--- src/rtl/audio_mix_pkg.sv ---
// rtl/audio_mix_pkg.sv - shared state type and width helpers for the audio mix engine
package audio_mix_pkg;

  typedef enum logic [1:0] {
    IDLE  = 2'd0,
    ACCUM = 2'd1,
    SAT   = 2'd2,
    HOLD  = 2'd3
  } mix_state_t;

  localparam int DEF_NUM_CH = 6;
  localparam int DEF_IN_W   = 16;
  localparam int DEF_VOL_W  = 4;
  localparam int DEF_OUT_W  = 24;

  // Sum of NUM_CH full-scale products plus one guard bit keeps the accumulator from wrapping.
  function automatic int acc_width(input int in_w, input int vol_w, input int num_ch);
    return in_w + vol_w + $clog2(num_ch) + 1;
  endfunction

  function automatic int idx_width(input int num_ch);
    return (num_ch > 1) ? $clog2(num_ch) : 1;
  endfunction

  function automatic int sat_in_width(input int acc_w, input int vol_w);
    return acc_w - vol_w;
  endfunction

endpackage

--- src/rtl/audio_mix_if.sv ---
// rtl/audio_mix_if.sv - channel, control and result signals of the audio mix engine
interface audio_mix_if #(
  parameter int NUM_CH = 6,
  parameter int IN_W   = 16,
  parameter int VOL_W  = 4,
  parameter int OUT_W  = 24
);

  logic [NUM_CH-1:0][IN_W-1:0]  ch_sample;
  logic [NUM_CH-1:0][VOL_W-1:0] ch_vol;
  logic [NUM_CH-1:0]            ch_en_l;
  logic [NUM_CH-1:0]            ch_en_r;
  logic                         master_en;
  logic                         sample_tick;
  logic [OUT_W-1:0]             out_l;
  logic [OUT_W-1:0]             out_r;
  logic                         out_valid;
  logic                         out_ready;
  logic                         busy;
  logic                         overrun;
  logic                         overrun_clr;

  modport master (
    output ch_sample, ch_vol, ch_en_l, ch_en_r, master_en, sample_tick,
    output out_ready, overrun_clr,
    input  out_l, out_r, out_valid, busy, overrun
  );

  modport slave (
    input  ch_sample, ch_vol, ch_en_l, ch_en_r, master_en, sample_tick,
    input  out_ready, overrun_clr,
    output out_l, out_r, out_valid, busy, overrun
  );

endinterface

--- src/rtl/audio_sat.sv ---
// rtl/audio_sat.sv - drop volume fraction bits, clamp to input range, scale to output width
module audio_sat
  import audio_mix_pkg::*;
#(
  parameter int ACC_W = 24,
  parameter int IN_W  = 16,
  parameter int VOL_W = 4,
  parameter int OUT_W = 24
) (
  input  logic signed [ACC_W-1:0] acc,
  input  logic                    en,
  output logic signed [OUT_W-1:0] result
);

  localparam int SH_W = sat_in_width(ACC_W, VOL_W);

  localparam logic signed [SH_W-1:0] MAX_V = {{(SH_W-IN_W+1){1'b0}}, {(IN_W-1){1'b1}}};
  localparam logic signed [SH_W-1:0] MIN_V = {{(SH_W-IN_W+1){1'b1}}, {(IN_W-1){1'b0}}};

  logic signed [SH_W-1:0]  shifted;
  logic signed [IN_W-1:0]  clamped;
  logic signed [OUT_W-1:0] widened;

  // Dropping the low VOL_W bits of a signed vector is an arithmetic right shift.
  assign shifted = $signed(acc[ACC_W-1:VOL_W]);

  always_comb begin
    clamped = shifted[IN_W-1:0];
    if (shifted > MAX_V) begin
      clamped = MAX_V[IN_W-1:0];
    end else if (shifted < MIN_V) begin
      clamped = MIN_V[IN_W-1:0];
    end
  end

  assign widened = OUT_W'(clamped);
  assign result  = en ? (widened <<< (OUT_W - IN_W)) : '0;

endmodule

--- src/rtl/audio_mix_engine.sv ---
// rtl/audio_mix_engine.sv - sequential per-channel stereo mixer with saturation and handshake
module audio_mix_engine
  import audio_mix_pkg::*;
#(
  parameter int NUM_CH = DEF_NUM_CH,
  parameter int IN_W   = DEF_IN_W,
  parameter int VOL_W  = DEF_VOL_W,
  parameter int OUT_W  = DEF_OUT_W
) (
  input  logic        clk_100,
  input  logic        reset_n,
  audio_mix_if.slave  bus
);

  localparam int ACC_W  = acc_width(IN_W, VOL_W, NUM_CH);
  localparam int IDX_W  = idx_width(NUM_CH);
  localparam int PROD_W = IN_W + VOL_W;
  localparam logic [IDX_W-1:0] LAST_IDX = IDX_W'(NUM_CH - 1);

  mix_state_t state, next_state;

  logic                         snap_take;
  logic                         acc_step;
  logic                         sat_load;
  logic                         ovr_set;

  logic [NUM_CH-1:0][IN_W-1:0]  snap_sample;
  logic [NUM_CH-1:0][VOL_W-1:0] snap_vol;
  logic [NUM_CH-1:0]            snap_en_l;
  logic [NUM_CH-1:0]            snap_en_r;
  logic                         snap_master;

  logic [IDX_W-1:0]             idx;
  logic signed [ACC_W-1:0]      acc_l;
  logic signed [ACC_W-1:0]      acc_r;
  logic signed [ACC_W-1:0]      prod_l;
  logic signed [ACC_W-1:0]      prod_r;
  logic signed [OUT_W-1:0]      sat_l;
  logic signed [OUT_W-1:0]      sat_r;
  logic [OUT_W-1:0]             out_l_q;
  logic [OUT_W-1:0]             out_r_q;
  logic                         overrun_q;

  // Signed sample times unsigned volume from an IN_W x VOL_W unsigned multiply:
  // a negative sample's raw bits exceed its value by 2^IN_W, so subtract vol << IN_W.
  function automatic logic signed [ACC_W-1:0] scaled(input logic [IN_W-1:0] s,
                                                     input logic [VOL_W-1:0] v);
    logic [PROD_W-1:0] mag;
    logic [ACC_W-1:0]  corr;
    mag  = PROD_W'(s) * PROD_W'(v);
    corr = s[IN_W-1] ? (ACC_W'(v) << IN_W) : '0;
    return $signed(ACC_W'(mag) - corr);
  endfunction

  assign prod_l = scaled(snap_en_l[idx] ? snap_sample[idx] : '0, snap_vol[idx]);
  assign prod_r = scaled(snap_en_r[idx] ? snap_sample[idx] : '0, snap_vol[idx]);

  always_ff @(posedge clk_100 or negedge reset_n) begin
    if (!reset_n) begin
      state <= IDLE;
    end else begin
      state <= next_state;
    end
  end

  always_comb begin
    next_state = state;
    snap_take  = 1'b0;
    acc_step   = 1'b0;
    sat_load   = 1'b0;
    ovr_set    = 1'b0;
    case (state)
      IDLE: begin
        if (bus.sample_tick) begin
          snap_take  = 1'b1;
          next_state = ACCUM;
        end
      end
      ACCUM: begin
        acc_step = 1'b1;
        ovr_set  = bus.sample_tick;
        if (idx == LAST_IDX) begin
          next_state = SAT;
        end
      end
      SAT: begin
        sat_load   = 1'b1;
        ovr_set    = bus.sample_tick;
        next_state = HOLD;
      end
      HOLD: begin
        if (bus.out_ready) begin
          // Completing the handshake frees the engine in time to take this tick.
          if (bus.sample_tick) begin
            snap_take  = 1'b1;
            next_state = ACCUM;
          end else begin
            next_state = IDLE;
          end
        end else begin
          ovr_set = bus.sample_tick;
        end
      end
      default: next_state = IDLE;
    endcase
  end

  always_ff @(posedge clk_100 or negedge reset_n) begin
    if (!reset_n) begin
      snap_sample <= '0;
      snap_vol    <= '0;
      snap_en_l   <= '0;
      snap_en_r   <= '0;
      snap_master <= 1'b0;
      idx         <= '0;
      acc_l       <= '0;
      acc_r       <= '0;
      out_l_q     <= '0;
      out_r_q     <= '0;
    end else begin
      if (snap_take) begin
        snap_sample <= bus.ch_sample;
        snap_vol    <= bus.ch_vol;
        snap_en_l   <= bus.ch_en_l;
        snap_en_r   <= bus.ch_en_r;
        snap_master <= bus.master_en;
        idx         <= '0;
        acc_l       <= '0;
        acc_r       <= '0;
      end
      if (acc_step) begin
        acc_l <= acc_l + prod_l;
        acc_r <= acc_r + prod_r;
        idx   <= (idx == LAST_IDX) ? '0 : idx + IDX_W'(1);
      end
      if (sat_load) begin
        out_l_q <= sat_l;
        out_r_q <= sat_r;
      end
    end
  end

  // A dropped tick outranks a clear in the same cycle.
  always_ff @(posedge clk_100 or negedge reset_n) begin
    if (!reset_n) begin
      overrun_q <= 1'b0;
    end else if (ovr_set) begin
      overrun_q <= 1'b1;
    end else if (bus.overrun_clr) begin
      overrun_q <= 1'b0;
    end
  end

  audio_sat #(
    .ACC_W (ACC_W),
    .IN_W  (IN_W),
    .VOL_W (VOL_W),
    .OUT_W (OUT_W)
  ) u_sat_l (
    .acc    (acc_l),
    .en     (snap_master),
    .result (sat_l)
  );

  audio_sat #(
    .ACC_W (ACC_W),
    .IN_W  (IN_W),
    .VOL_W (VOL_W),
    .OUT_W (OUT_W)
  ) u_sat_r (
    .acc    (acc_r),
    .en     (snap_master),
    .result (sat_r)
  );

  assign bus.out_l     = out_l_q;
  assign bus.out_r     = out_r_q;
  assign bus.out_valid = (state == HOLD);
  assign bus.busy      = (state != IDLE);
  assign bus.overrun   = overrun_q;

endmodule
--- src/flat_wrapper.sv ---
// flat-port wrapper written by rule: the top's interface ports become plain ports
module audio_mix_engine_flat import audio_mix_pkg::*;
#(
  parameter int NUM_CH = DEF_NUM_CH,
  parameter int IN_W   = DEF_IN_W,
  parameter int VOL_W  = DEF_VOL_W,
  parameter int OUT_W  = DEF_OUT_W
)
  (clk_100, reset_n, bus_ch_sample, bus_ch_vol, bus_ch_en_l, bus_ch_en_r, bus_master_en, bus_sample_tick, bus_out_ready, bus_overrun_clr, bus_out_l, bus_out_r, bus_out_valid, bus_busy, bus_overrun);
  audio_mix_if #(.NUM_CH(NUM_CH), .IN_W(IN_W), .VOL_W(VOL_W), .OUT_W(OUT_W)) bus_i ();
  input  logic clk_100;
  input  logic reset_n;
  input wire logic [$bits(bus_i.ch_sample)-1:0] bus_ch_sample;
  input wire logic [$bits(bus_i.ch_vol)-1:0] bus_ch_vol;
  input wire logic [$bits(bus_i.ch_en_l)-1:0] bus_ch_en_l;
  input wire logic [$bits(bus_i.ch_en_r)-1:0] bus_ch_en_r;
  input wire logic [$bits(bus_i.master_en)-1:0] bus_master_en;
  input wire logic [$bits(bus_i.sample_tick)-1:0] bus_sample_tick;
  input wire logic [$bits(bus_i.out_ready)-1:0] bus_out_ready;
  input wire logic [$bits(bus_i.overrun_clr)-1:0] bus_overrun_clr;
  output wire logic [$bits(bus_i.out_l)-1:0] bus_out_l;
  output wire logic [$bits(bus_i.out_r)-1:0] bus_out_r;
  output wire logic [$bits(bus_i.out_valid)-1:0] bus_out_valid;
  output wire logic [$bits(bus_i.busy)-1:0] bus_busy;
  output wire logic [$bits(bus_i.overrun)-1:0] bus_overrun;
  assign bus_i.ch_sample = bus_ch_sample;
  assign bus_i.ch_vol = bus_ch_vol;
  assign bus_i.ch_en_l = bus_ch_en_l;
  assign bus_i.ch_en_r = bus_ch_en_r;
  assign bus_i.master_en = bus_master_en;
  assign bus_i.sample_tick = bus_sample_tick;
  assign bus_i.out_ready = bus_out_ready;
  assign bus_i.overrun_clr = bus_overrun_clr;
  assign bus_out_l = bus_i.out_l;
  assign bus_out_r = bus_i.out_r;
  assign bus_out_valid = bus_i.out_valid;
  assign bus_busy = bus_i.busy;
  assign bus_overrun = bus_i.overrun;
  audio_mix_engine #(.NUM_CH(NUM_CH), .IN_W(IN_W), .VOL_W(VOL_W), .OUT_W(OUT_W)) u_core (.clk_100(clk_100), .reset_n(reset_n), .bus(bus_i));
endmodule
--- config.mk ---
export PLATFORM = sky130hd
export DESIGN_NAME = audio_mix_engine_flat
export DESIGN_NICKNAME = d
export VERILOG_FILES = /design/src/rtl/audio_mix_pkg.sv /design/src/rtl/audio_mix_if.sv /design/src/rtl/audio_sat.sv /design/src/rtl/audio_mix_engine.sv /design/src/flat_wrapper.sv
export SDC_FILE = /design/constraint.sdc
export NUM_CORES = 1
export LEC_CHECK = 0
export BUFFER_PORTS_ARGS = -buffer_cell sky130_fd_sc_hd__buf_2
export CORE_MARGIN = 3
export CORE_UTILIZATION = 57
export DETAILED_ROUTE_END_ITERATION = 10
export PLACE_DENSITY = 0.78
export SETUP_SLACK_MARGIN = 0.2
export SLEW_MARGIN = 20
export SYNTH_ARGS = -nofsm -noshare
export SYNTH_HDL_FRONTEND = slang
export SYNTH_SLANG_ARGS = --single-unit
--- constraint.sdc ---
create_clock -name clk_100 -period 16.4 [get_ports clk_100]
set_clock_uncertainty 0.15 [all_clocks]
set_input_delay 0.82 -clock clk_100 [delete_from_list [all_inputs] [get_ports clk_100]]
set_output_delay 0.82 -clock clk_100 [all_outputs]
set_load 0.01 [all_outputs]
Yosys cells after proc, flatten, opt, wreduce, memory -nomap -nowiden
Index checks and enable logic that the tools add are counted.

word-level totals
  output and inout bits = 51
  flip-flop bits (word level) = 235

cells by class
  add/subtract/negate cells = 5
  mux-type cells = 38
  reductions and logical operators = 6
  $mul = 2
  $lt $le $gt $ge = 5
  equal/unequal tests = 7

operator list
  operator                                                                            count
  24-bit 2-to-1 mux                                                                   5
  16-bit 2-to-1 mux                                                                   7
  24-bit adder                                                                        2
  16-bit binary-select mux with 3-bit select                                          1
  20-bit by 24-bit subtractor with 24-bit output                                      2
  20-bit by 16-bit greater-than comparator with 1-bit output (second input constant)  2
  20-bit by 16-bit less-than comparator with 1-bit output (second input constant)     2
  16-bit by 4-bit multiplier with 20-bit output                                       2
  20-bit 2-to-1 mux                                                                   2
  4-bit binary-select mux with 3-bit select                                           1
  1-bit 2-to-1 mux                                                                    10
  3-bit 2-to-1 mux                                                                    3
  2-bit case mux with 4 select lines                                                  1
  1-bit binary-select mux with 3-bit select                                           2
  2-bit 2-to-1 mux                                                                    3
  2-bit nonzero test                                                                  3
  2-bit equality test (second input constant)                                         2
  3-bit by 4-bit less-than comparator with 1-bit output (second input constant)       1
  4-bit 2-to-1 mux                                                                    1
  2-bit != test (second input constant)                                               2
  1-bit case mux with 2 select lines                                                  2
  3-bit by 1-bit adder with 3-bit output (second input constant)                      1
  3-bit equality test (second input constant)                                         1
  3-bit AND reduction                                                                 1
  other kinds (4)                                                                     4

Logic depth before layout (Yosys ltp)
Gate-level depths: netlist of run 1.

  word-level depth = 7
  depth in mapped cells = 24

By module
Synthesis of run 1 repeated with hierarchy kept, for this count alone.

unflattened totals
  cells, all modules = 2024
  area total of the unflattened synthesis = 17394.2 µm²

by module, submodules not included
  module            area an instance (µm²)  cells each  seq. area each (µm²)  times used
  audio_mix_engine  16886.2                 1962        5880.6                1
  audio_sat         254.0                   31          0.0                   2

Least setup slack after synthesis of run 1
OpenSTA, ideal clock, no wires.

  path type = register to register
  from = register u_core.idx[0]
  to = register u_core.acc_r[12]
  period minus slack after synthesis = 5236 ps
  setup time = 122 ps
  required time = 16128 ps
  data arrival time = 4965 ps
  stages on the path, launching flop included = 23
  slack = 11164 ps
  cells stage by stage = dfrtp_1 -> buf_4 -> buf_6 -> mux2i_1 -> nor2_1 -> a21oi_1 -> buf_2 -> nor2_1 -> nand2_1 -> fa_1 -> inv_1 -> fa_1 -> inv_1 -> fa_1 -> inv_1 -> ha_1 -> nor2b_1 -> o21ai_1 -> a21oi_1 -> o31a_1 -> o21a_1 -> or3_1 -> a32o_1

between the ends
  longest elaborated chain between the ends = 7

RTL lines
  what                                                                                                     line                     text
  from (decl)                                                                                              audio_mix_engine.sv:33   logic [IDX_W-1:0] idx;
  from (signal assigned)                                                                                   audio_mix_engine.sv:134  idx <= (idx == LAST_IDX) ? '0 : idx + IDX_W'(1);
  16-bit binary-select mux with 3-bit select or 1-bit binary-select mux with 3-bit select (tied branches)  audio_mix_engine.sv:56   assign prod_r = scaled(snap_en_r[idx] ? snap_sample[idx] : '0, snap_vol[idx]);
  16-bit 2-to-1 mux (not written as such) or 1-bit 2-to-1 mux (tied branches)                              audio_mix_engine.sv:56
  16-bit 2-to-1 mux                                                                                        audio_mix_engine.sv:56
  16-bit by 4-bit multiplier with 20-bit output *                                                          audio_mix_engine.sv:50   mag = PROD_W'(s) * PROD_W'(v);
  20-bit by 24-bit subtractor with 24-bit output *                                                         audio_mix_engine.sv:52   return $signed(ACC_W'(mag) - corr);
  24-bit adder *                                                                                           audio_mix_engine.sv:133  acc_r <= acc_r + prod_r;
  24-bit 2-to-1 mux *                                                                                      audio_mix_engine.sv:131  if (acc_step) begin
  to (signal assigned)                                                                                     audio_mix_engine.sv:133
  to (decl)                                                                                                audio_mix_engine.sv:35   logic signed [ACC_W-1:0] acc_r;

Mark *: on every way between the ends. The rest lies on a longest branch, timed or not. The select of a mux whose other input is x is not followed.
A chain may end at the register's enable or synchronous reset.

Final worst setup path of run 1
  from = register u_core.idx[0]
  to = register u_core.acc_r[23]

between the ends
  longest elaborated chain between the ends = 7

RTL lines
  what                                                                                                     line
  16-bit binary-select mux with 3-bit select or 1-bit binary-select mux with 3-bit select (tied branches)  audio_mix_engine.sv:56
  16-bit 2-to-1 mux (not written as such) or 1-bit 2-to-1 mux (tied branches)                              audio_mix_engine.sv:56
  16-bit 2-to-1 mux                                                                                        audio_mix_engine.sv:56
  16-bit by 4-bit multiplier with 20-bit output or 20-bit 2-to-1 mux (tied branches)                       audio_mix_engine.sv:50, audio_mix_engine.sv:51
  20-bit by 24-bit subtractor with 24-bit output *                                                         audio_mix_engine.sv:52
  24-bit adder *                                                                                           audio_mix_engine.sv:133
  24-bit 2-to-1 mux *                                                                                      audio_mix_engine.sv:131

Marks and branches as above.

==> impl_metrics.toml, run 1 <==
[clock_tree]
cts_tree = "yes"
path_clk_slew_ps = 70
cts_buffers = 24
cts.sinks = 219
cts_buffer_depth = 3
cts_root_buffer = "clkbuf_16"
post_cts.repair.setup_buffers = 0
holdBufCountCts = 0
htreeDepth = 1
cts_resized = 0
clk_latency_ps = 540

[placement]
placed_cells = 2428
hpwl_um = 29260
port_buffers = 172
place_congestion = 0.9108

[logic_synthesis]
synth_top_family_by_area = "adder cells"
synth.most_common_cell = "nand2_1"
synth_top_area_cell = "dfrtp_1"
synth_edf_count = 0
ys.flop_type = "dfrtp_1"
yosysWarnings = 0
synth_async_sr_flop_share = 1.000
synth_xor_area_frac = 0.01506
synth_fa_ha_area_frac = 0.2043
synth_top_cell_area_share = 0.3366
synth.avg_cell_area_um2 = 8.336
synth_compound_area_frac = 0.1094
yosys-top-cells-count = "nand2_1 (593), inv_1 (298), dfrtp_1 (219)"
netlist_area_um2 = 16280
synth-simple-area-share = 0.1900
synth_seq_area_share = 0.3366
synth_area_leaders = "dfrtp_1 (34%), nand2_1 (14%), fa_1 (12%)"
synth-seq-cells = 219
muxShareOfSynthArea = 0.04588
synth_cell_type_count = 67
synthCells = 1953

[flow_run]
drv_cap = 0

[global_routing]
grt_pass1_vias = 12940
busiest_layer = "met2"
use_met2 = 0.4100
antenna_found_initial = 0
grt_pass1_wl_um = 65890
gr-usage-met1 = 0.3893
grt_use_total = 0.2620
gr-total-overflow = 0
grt_util_met3 = 0.03281
grt_max_degree = 134

[cells_and_area]
antenna-diode-count = 0
area_delta_synth_final_pct = 12.08
fin_nets = 2422
layout.cells.non_filler = 2473
drive_gt1_frac = 0.1274
finish.utilization = 0.6532

[detailed_routing]
first_iter_violations = 1033
vias = 13360
wl_per_cell_um = 16.05
routed_wirelength_um = 39700
first_pass_iters = 6
viasPerCell = 5.402
postRouteAntennaNets = 0
drc = 0

[sta]
setup_viol_count_final = 0
tns_ps = 0
rsz0062_at_grt = "false"
fmax_ghz = 0.1584
tightest_slew_ps = 990.8
post-route-period-util = 0.3851
timing_hold_violations_final = 0
maxSlewHeadroom = 0.3378
finalCriticalPeriod_ps = 6315
maxSlewViolCount = 0

[status]
outcome = "finished, final reports clean"

[worst_setup_path]
arrival_ps = 6580
end_kind = "flip-flop"
critical_path_required_ps = 16670
worst-path-max-fanout = 47
critical_path_class = "flip-flop to flip-flop"
cp-start-kind = "flip-flop"

[floorplan]
initial_core_util = 0.5828
die_w_um = 175.0
die_y_um = 175.0
ioPinCount = 189
rows = 61
coreArea_um2 = 27930
fp.dieArea_um2 = 30630

[min_path]
hp-class = "primary input to asynchronous set/reset pin"
-- worst paths after layout --
path / slack, ps / depth (start not counted) / end / from
max in group asynchronous: 14840 / 2 / u_core.snap_sample[30]$_DFFE_PN0P_ / reset_n
setup reg to reg: 10090 / 18 / u_core.acc_r[23]$_DFFE_PN0P_ / u_core.idx[0]$_DFFE_PN0P_
hold reg to reg: 320 / 2 / u_core.snap_sample[48]$_DFFE_PN0P_ / u_core.snap_sample[48]$_DFFE_PN0P_
setup / recovery: 10090 / 18 / u_core.acc_r[23]$_DFFE_PN0P_ / u_core.idx[0]$_DFFE_PN0P_
hold / removal: 80 / 1 / u_core.bus.out_r[15]$_DFFE_PN0N_ / reset_n
min in group clk_100: 310 / 2 / u_core.bus.overrun$_DFFE_PN0P_ / bus_overrun_clr
-- worst max-delay path, cell delays in order, from the launching register on --
cell and delay, ps:
dfrtp_2 370, buf_4 630, mux2i_1 280, nor2_1 90, a21oi_1 800, nor2_1 200, nand2_1 150, fa_1 440
fa_1 470, fa_1 610, inv_1 60, ha_1 330, a211oi_2 240, o21ai_1 150, nor3b_1 200, o41a_4 420
o21a_1 210, nand2b_1 140, a31o_1 210
-- final cells by class --
class | count | area [um2]
tap | 378 | 473.0
clock inverter | 12 | 216.5
multi-input combinational | 1346 | 9286
fill | 2374 | 9687
inverter | 299 | 1122
sequential | 219 | 5482
timing repair buffer | 187 | 1007
clock buffer | 32 | 660.6
-- cells in the final DEF, fill, tap and decap left out, types with 5 or more instances in the layout --
master	synthesis	layout
buf_4	18	13
o21a_1	6	6
conb_1	1	16
nand4_1	12	12
nor2_1	78	77
and2_1	18	18
clkbuf_16	0	24
a21oi_1	82	82
o31ai_1	12	12
clkbuf_1	74	5
a211oi_1	7	7
inv_1	298	298
a22o_1	5	5
buf_2	8	171
mux4_2	22	22
o21ai_1	14	11
ha_1	109	109
and3_1	13	13
o22ai_1	35	35
a21o_1	30	30
xnor2_1	12	11
fa_1	98	98
nand2_1	593	593
xor2_1	16	16
mux2i_1	24	24
nand2b_1	8	8
dfrtp_1	219	218
a31oi_1	8	8
nand3_1	20	20
o21ai_0	51	50
bufinv_16	0	5
-- stage by stage --
stage	hold WS [ps]	area, um2	setup slack [ps]
after floorplan	290.3	16340	11160
after CTS	303.7	18210	10080
after global routing	121.1	18250	9617
after global placement	302.2	17330	10210
after detailed placement	309.4	17330	10140
final	82.20	18250	10090
-- cells by family (layout without fill, tap and decap cells) --
logic type                 count (synthesis)  count (layout)
AOI/OAI and AO/OA                        283             283
xor gates and xnor gates                  28              28
adders and majority gates                207             207
buffers and inverters                    403             530
DFF                                      219             219
muxes                                     47              47
other                                      1              16
and+or+nand+nor                          765             765
-- per-layer routing --
metal	up-vias	wire length [um]
met5	-	0
met4	0	1132
met3	73	2584
met2	476	18070
met1	6394	17920
li1	6416	-
-- registers in the layout (all words and copies together) (netlist names) --
name                flops
u_core.acc_l           24
u_core.acc_r           24
u_core.bus.out_l       16
u_core.bus.out_r       16
u_core.bus.overrun      1
u_core.idx              3
u_core.snap_en_l        6
u_core.snap_en_r        6
u_core.snap_master      1
u_core.snap_sample     96
u_core.snap_vol        24
u_core.state            2
Power of run 1 is left out: the tool's default activity adds up to more than one toggle a clock period on the data nets, which glitch-free logic cannot reach.
==> inputs of run 2 (changes only) <==
==> constraint.sdc (replaced) <==
create_clock -name clk_100 -period 6.2 [get_ports clk_100]
set_clock_uncertainty 0.15 [all_clocks]
set_input_delay 0.31 -clock clk_100 [delete_from_list [all_inputs] [get_ports clk_100]]
set_output_delay 0.31 -clock clk_100 [all_outputs]
set_load 0.01 [all_outputs]
==> run 2 against run 1 <==
- wire length up 17%
- utilization up 5.0 points
- largest cell class unchanged
- critical endpoint unchanged
- register-to-register slack worse by 9700 ps
- hold slack better by 0.79 ps
==> impl_metrics.toml, run 2 (same netlist as run 1, synthesis figures left out) <==
[detailed_routing]
routed_wirelength_um = 46380
viasPerCell = 5.535
postRouteAntennaNets = 0
vias = 14500
first_iter_violations = 1177
first_pass_iters = 8
drc = 0
wl_per_cell_um = 17.70

[global_routing]
use_met2 = 0.5208
antenna_found_initial = 1
gr-total-overflow = 0
grt_max_degree = 125
grt_use_total = 0.3057
busiest_layer = "met2"
grt_pass1_wl_um = 76020
gr-usage-met1 = 0.4069
grt_util_met3 = 0.05128
grt_pass1_vias = 14800

[floorplan]
coreArea_um2 = 27930
fp.dieArea_um2 = 30630
rows = 61
die_y_um = 175.0
ioPinCount = 189
die_w_um = 175.0
initial_core_util = 0.5828

[sta]
tightest_slew_ps = 1040
maxSlewViolCount = 0
tns_ps = 0
rsz0062_at_grt = "false"
setup_viol_count_final = 0
post-route-period-util = 0.9313
finalCriticalPeriod_ps = 5774
fmax_ghz = 0.1732
maxSlewHeadroom = 0.2993
timing_hold_violations_final = 0

[placement]
port_buffers = 172
place_congestion = 0.9163
hpwl_um = 30400
placed_cells = 2440

[min_path]
worstHoldStart = "bus_sample_tick"
hold_path_depth = 4
hp-class = "primary input to flip-flop"
worst_hold_path.endpoint = "u_core.state[0]$_DFFE_PN0P_"

[clock_tree]
cts_root_buffer = "clkbuf_16"
cts_tree = "yes"
path_clk_slew_ps = 60
cts_buffer_depth = 3
cts.sinks = 219
cts_buffers = 25
clk_latency_ps = 540
htreeDepth = 1

[flow_run]
drv_cap = 0

[cells_and_area]
area_delta_synth_final_pct = 20.74
layout.cells.non_filler = 2620
largest_register = "u_core.snap_sample"
fin_nets = 2570
drive_gt1_frac = 0.1227
largest_reg_flops = 96
mostFrequentLayoutCells = "nand2_1 (593), inv_1 (298), dfrtp_1 (218)"
final_common_cell = "nand2_1"

[worst_setup_path]
slowest_stage = "fa_1"
cp_cell_sequence = "buf_4, mux4_2, and2_1, a21oi_1, buf_4, nor2_1, nand2_1, fa_1, fa_1, fa_1, inv_1, ha_1, a211oi_2, o21ai_1, nor3b_1, o41a_4, o21a_1, nand2b_1, a31o_1"
r2r_start = "u_core.idx[1]$_DFFE_PN0P_"
crit_top_cell = "fa_1"
reg2reg_slack_ps = 430
r2r_end = "u_core.acc_r[23]$_DFFE_PN0P_"
end_kind = "flip-flop"
cp-start-kind = "flip-flop"
critical_path_required_ps = 6480
worst-path-max-fanout = 26
slowest_delay_ps = 630
arrival_ps = 6060
r2r.worst_path.cells = 19
critical_path_class = "flip-flop to flip-flop"

[status]
outcome = "finished, final reports clean"
-- run 2: changes by cell type in the layout (fill, tap and decap cells not counted), moves of 2 or more --
| cell | change |
|---|---|
| buf_4 | +12 |
| o21ai_4 | +2 |
| clkbuf_1 | +2 |
| clkbuf_8 | -2 |
| o21ai_2 | -2 |
| dlygate4sd3_1 | +136 |
-- run 2: final cells by class --
type	instances	area, um2
clock inverter	10	171.4
inverter	299	1122
antenna	1	2.502
fill	2047	8277
multi-input combinational	1346	9301
timing repair buffer	334	2440
sequential	219	5482
tap	378	473.0
clock buffer	33	665.6
-- run 2: through the flow --
stage | hold WS, ps | util | setup slack (ps) | instance area, um2
global route | 97.89 | 0.7037 | 211.1 | 19660
floorplan | -135.6 | - | 963.6 | 16340
global placement | 283.2 | 0.6241 | 544.2 | 17430
CTS | 68.98 | 0.7028 | 395.1 | 19630
finish | 82.98 | 0.7037 | 425.7 | 19660
detailed placement | 300.8 | 0.6241 | 444.1 | 17430
-- run 2: per-layer routing --
layer	routed length, um	part of all wire
met4	1449	0.031
met1	18980	0.41
met5	0	0
met2	22340	0.48
met3	3603	0.078
-- run 2: repair_timing --
item	CTS	global route
endpoints found under the setup margin	0	8
hold buffers	136	0
buffers inserted	0	0
resized for setup	0	1
hold endpoints to repair	256	0
-- run 2: worst max path at each step --
stage,start,endpoint
floorplan,u_core.idx[0]$_DFFE_PN0P_,u_core.acc_r[12]$_DFFE_PN0P_
detailed placement,u_core.idx[0]$_DFFE_PN0P_,u_core.acc_l[17]$_DFFE_PN0P_
global route,u_core.idx[1]$_DFFE_PN0P_,u_core.acc_r[23]$_DFFE_PN0P_
global placement,u_core.idx[0]$_DFFE_PN0P_,u_core.acc_r[12]$_DFFE_PN0P_
CTS,u_core.idx[0]$_DFFE_PN0P_,u_core.acc_l[21]$_DFFE_PN0P_
finish,u_core.idx[1]$_DFFE_PN0P_,u_core.acc_r[23]$_DFFE_PN0P_
-- run 2: worst max-delay path: cells and delay by family (launching register included) --
family                     cells  cell delay (ps)
adders and majority gates      4             1970
AOI/OAI and AO/OA              6             1340
and+or+nand+nor                5              920
buffers and inverters          3              650
DFF                            1              350
muxes                          1              280
Power of run 2 is left out for the same reason.
